$ cat src/rtl/oclib_pkg.sv
// oclib_pkg: shared constants and helpers for the oclib ready/valid blocks
package oclib_pkg;
  localparam bit True = 1'b1;
  localparam bit False = 1'b0;
  function automatic int clog2_min1(input int n);
    return (n <= 2) ? 1 : $clog2(n);
  endfunction
endpackage

$ cat src/rtl/oclib_ready_valid_stage.sv
// oclib_ready_valid_stage: one 2-entry retime stage (head + skid) with flop-driven data and ready
module oclib_ready_valid_stage import oclib_pkg::*; #(
  parameter int Width = 1
) (
  input  logic             clock,
  input  logic             resetN,
  input  logic             flush,
  input  logic [Width-1:0] upData,
  input  logic             upValid,
  output logic             upReady,
  output logic [Width-1:0] dnData,
  output logic             dnValid,
  input  logic             dnReady,
  output logic [1:0]       occNext
);
  logic [1:0] occ_q, occ_d;
  logic ready_q, ready_d;
  logic [Width-1:0] head_q, head_d, skid_q, skid_d;
  logic push, pop;
  assign upReady = ready_q && !flush;
  assign dnValid = occ_q != 2'd0;
  assign dnData = head_q;
  assign occNext = occ_d;
  // push and pop together only happen at occupancy 1, where the head is replaced
  always_comb begin
    push = upValid && upReady;
    pop = dnValid && dnReady;
    occ_d = flush ? 2'd0 : occ_q + {1'b0, push} - {1'b0, pop};
    ready_d = occ_d != 2'd2;
    head_d = (push && (occ_q == 2'd0 || pop)) ? upData : (pop && occ_q == 2'd2) ? skid_q : head_q;
    skid_d = (push && !pop && occ_q == 2'd1) ? upData : skid_q;
  end
  always_ff @(posedge clock or negedge resetN) begin
    if (!resetN) begin
      occ_q <= 2'd0;
      ready_q <= 1'b0;
    end else begin
      occ_q <= occ_d;
      ready_q <= ready_d;
    end
  end
  always_ff @(posedge clock) begin
    head_q <= head_d;
    skid_q <= skid_d;
  end
endmodule

$ cat src/rtl/oclib_ready_valid_pipeline.sv
// oclib_ready_valid_pipeline: cascade of Stages skid-buffered retime stages; Stages=0 is a wire
module oclib_ready_valid_pipeline import oclib_pkg::*; #(
  parameter int Width = 1,
  parameter int Stages = 1,
  parameter int CountWidth = clog2_min1(2 * Stages + 1)
) (
  input  logic                  clock,
  input  logic                  resetN,
  input  logic                  flush,
  input  logic [Width-1:0]      inData,
  input  logic                  inValid,
  output logic                  inReady,
  output logic [Width-1:0]      outData,
  output logic                  outValid,
  input  logic                  outReady,
  output logic [CountWidth-1:0] count
);
  logic [Width-1:0] dat [Stages+1];
  logic vld [Stages+1];
  logic rdy [Stages+1];
  logic [CountWidth-1:0] sum [Stages+1];
  logic [CountWidth-1:0] count_q, count_d;
  assign dat[0] = inData;
  assign vld[0] = inValid;
  assign rdy[Stages] = outReady;
  assign sum[0] = '0;
  assign inReady = rdy[0];
  assign outData = dat[Stages];
  assign outValid = vld[Stages];
  assign count = count_q;
  for (genvar g = 0; g < Stages; g++) begin : g_stage
    logic [1:0] occ_n;
    oclib_ready_valid_stage #(.Width(Width)) u_stage (
      .clock(clock), .resetN(resetN), .flush(flush),
      .upData(dat[g]), .upValid(vld[g]), .upReady(rdy[g]),
      .dnData(dat[g+1]), .dnValid(vld[g+1]), .dnReady(rdy[g+1]),
      .occNext(occ_n)
    );
    assign sum[g+1] = sum[g] + CountWidth'(occ_n);
  end
  // registering the next-state sum keeps count equal to the beats held after each edge
  always_comb count_d = sum[Stages];
  always_ff @(posedge clock or negedge resetN) begin
    if (!resetN) count_q <= '0;
    else count_q <= count_d;
  end
endmodule

$ cat config.mk
export PLATFORM = sky130hd
export DESIGN_NAME = oclib_ready_valid_pipeline
export DESIGN_NICKNAME = d
export VERILOG_FILES = /design/src/rtl/oclib_pkg.sv /design/src/rtl/oclib_ready_valid_stage.sv /design/src/rtl/oclib_ready_valid_pipeline.sv
export SDC_FILE = /design/constraint.sdc
export NUM_CORES = 1
export LEC_CHECK = 0
export CAP_MARGIN = 20
export CORE_AREA = 2 2 39 41
export DETAILED_ROUTE_END_ITERATION = 12
export DIE_AREA = 0 0 41 43
export GPL_TIMING_DRIVEN = 0
export PLACE_DENSITY = 0.49
export SYNTH_ARGS = -nofsm -noshare
export SYNTH_HDL_FRONTEND = slang
export SYNTH_SLANG_ARGS = --single-unit
export TNS_END_PERCENT = 30
$ cat constraint.sdc
create_clock -name clock -period 1.9 [get_ports clock]
set_input_delay 0.38 -clock clock [delete_from_list [all_inputs] [get_ports clock]]
set_output_delay 0.38 -clock clock [all_outputs]
set_load 0.02 [all_outputs]
==> results.ini <==
[outcome]
status = complete, but fails checks
violations = setup timing

[timing]
hold_violations = 0
slew_violations = 0
max_slew_margin_pct = 79.0
worst_pin_slew_ns = 0.310
layout_setup_ws_ns = -0.0383
grt_setup_unrepaired = true
setup_violations = 1
period_needed_ns = 1.94
fmax_mhz = 516
post-route-period-util_pct = 102
fin_hold_ws_ns = 0.325
fin_worst_skew_ns = 0.00301
setup-tns-final_ns = -0.0383

[clock_tree]
numCtsBuffers = 3
clkLatencyLatePin_ns = 0.23
clk_path_buf_depth = 2
cts_tree = done
h-tree-depth = 1
cts-root-buf = clkbuf_4
clk_pin_slew_ns = 0.04
clkSinkCount = 5

[layout]
instances_no_fill = 55
finalNetCount = 48
final_core_util_pct = 32.0
diodes = 0
final_area_um2 = 443
drive_gt1_share_pct = 33.3
area_delta_synth_final_pct = 63.1

[floorplan]
die_area_um2 = 1760
dieHeight_um = 43
coreArea_um2 = 1380
start_util_pct = 19.6
rows = 14
io_pins = 11
die_x_um = 41

[setup_path]
ff2ff_setup_slack_ns = -0.04
required_ns = 2.01
crit_fanout = 3
slowest_stage = dfrtp_2
cp_cell_sequence = nor2_4, inv_2, and2_1, ha_1, inv_1, ha_2, xor2_2, xnor2_1, or3_1
reg2reg_depth = 9
arrival_ns = 2.05
reg2reg_to = g_stage[0].u_stage.ready_q$_DFF_PN0_
path_class = reg -> reg
cp-end-kind = flop
startpoint_type = flop
timing.critical_path.from = g_stage[0].u_stage.occ_q[0]$_DFF_PN0_
worstReg2RegStart = g_stage[0].u_stage.occ_q[0]$_DFF_PN0_
cpPeakStageDelay_ns = 0.43

[power]
comb_power_share_pct = 54.6
ir_worst_vdd_mv = 0.476
power.internal_mw = 0.418
power_frac_clock_pct = 17.4
fin_total_pwr_mw = 0.672
p_switching_mw = 0.254
p_leak_nw = 0.190
swShare_pct = 37.8
power_per_cell_area_nw_per_um2 = 1520
seqPwrFrac_pct = 28.1

[logic_synthesis]
synth.largest_area_cell = dfrtp_1
async_flop_share_pct = 60.0
synth-seq-cells = 5
ys_seq_area_share_pct = 49.8
synth_area_leaders = dfrtp_1 28%, edfxtp_1 22%, ha_1 9.2%, and2b_1 5.5%, inv_1 4.1%
ys_warn_count = 0
synth_top_area_share_pct = 27.6
synth_nets = 32
syn-cell-area_um2 = 272
ys.flop_type = dfrtp_1
synth_cell_types = 16
synth_edf_count = 2
synth_commonest_cells = 3 x dfrtp_1, 3 x inv_1
synthCells = 24
avgSynthCellArea_um2 = 11.3

[routing]
viasPerCell = 3.93
routedWlPerCell_um = 9.05
drt-initial-drc-count = 1
vias = 216
drc = 0
firstDrtPassIters = 2
wl_um = 498
ant_nets = 0

[placement]
place_area_um2 = 404
dp_slack_ns = -0.374
portBuffers = 10
place_congestion = 0.559
placed_cells = 50

[global_route]
grt_remaining_overflow = 0
grt_usage_pct = 7.28
grt_most_used_layer = met2
antenna_found_initial = 0
use_met3_pct = 6.28
met2_usage_pct = 10.0
grt_pass1_wl_um = 834
grt_max_degree = 6
grt_pass1_vias = 230
use_met1_pct = 8.22

[run]
maxCapViolations = 0

[hold_path]
hp-class = in -> async

-- critical path: cells and delay by family (launching register included) --
| family | cells | cell delay (ns) |
|---|---|---|
| DFF | 1 | 0.43 |
| adders and majority gates | 2 | 0.44 |
| buffers and inverters | 2 | 0.08 |
| xor gates and xnor gates | 2 | 0.29 |
| and+or+nand+nor | 3 | 0.57 |
-- flip-flops by register name, summed over array words and instances (netlist names) --
signal,cells
g_stage.u_stage.occ_q,2
g_stage.u_stage.skid_q,1
g_stage.u_stage.dnData,1
g_stage.u_stage.ready_q,1
-- layout by cell type, fill, tap and decap left out, drive strengths merged, types with 2 or more instances in the layout --
master,n
edfxtp,2
dfrtp,3
and2b,2
ha,2
nor2,2
inv,3
clkdlybuf4s50,8
dlygate4sd2,2
clkbuf,4
-- power groups by stage --
stage | clock, mW | sequential [mW] | combinational (mW)
2_1_floorplan | 0 | 0.216 | 0.187
3_3_place_gp | 0 | 0.189 | 0.343
3_5_place_dp | 0 | 0.194 | 0.348
4_1_cts | 0.122 | 0.192 | 0.347
5_1_grt | 0.131 | 0.195 | 0.416
6_report | 0.117 | 0.189 | 0.367
-- how the worst max path moves through the flow --
stage	slack (ns)	cells past startpoint	to
after detailed placement	-0.37	8	g_stage[0].u_stage.ready_q$_DFF_PN0_
final	-0.04	9	g_stage[0].u_stage.ready_q$_DFF_PN0_
after floorplan	-0.07	9	g_stage[0].u_stage.ready_q$_DFF_PN0_
after global routing	-0.16	9	g_stage[0].u_stage.ready_q$_DFF_PN0_
after CTS	-0.10	9	g_stage[0].u_stage.ready_q$_DFF_PN0_
after global placement	-0.36	8	g_stage[0].u_stage.ready_q$_DFF_PN0_
-- routing by layer --
layer / vias up / wire [µm]
met5: - / 0
met4: 0 / 0
met3: 0 / 60
met2: 13 / 212
met1: 95 / 224
li1: 108 / -
-- cells by family (layout without fill, tap and decap cells) --
logic type               after synthesis  after routing  share of synthesized area [%]
AO/OA/AOI/OAI                          1              1                           3.23
XOR/XNOR                               2              2                           6.45
multiplexers                           1              1                           4.15
adder cells (fa/ha/maj)                2              2                           9.22
flip-flops                             5              5                           49.8
AND/OR/NAND/NOR                       10             10                           23.0
buffers and inverters                  3             18                           4.15
-- area by class of cell --
cell class / instances / area (µm²)
inverters: 3 / 11.3
multi-input cells: 16 / 143
repair buffers: 11 / 105
fillers: 149 / 941
clock buffers: 4 / 26.3
flip-flops and latches: 5 / 138
well taps: 16 / 20.0
-- repair_timing --
item	in CTS	in global routing
setup buffers	0	1
gates resized for setup	2	1
setup endpoints to repair	2	1
pin swaps	0	2
hold buffers	0	0
Note: power is estimated with default switching activity, not from simulation.
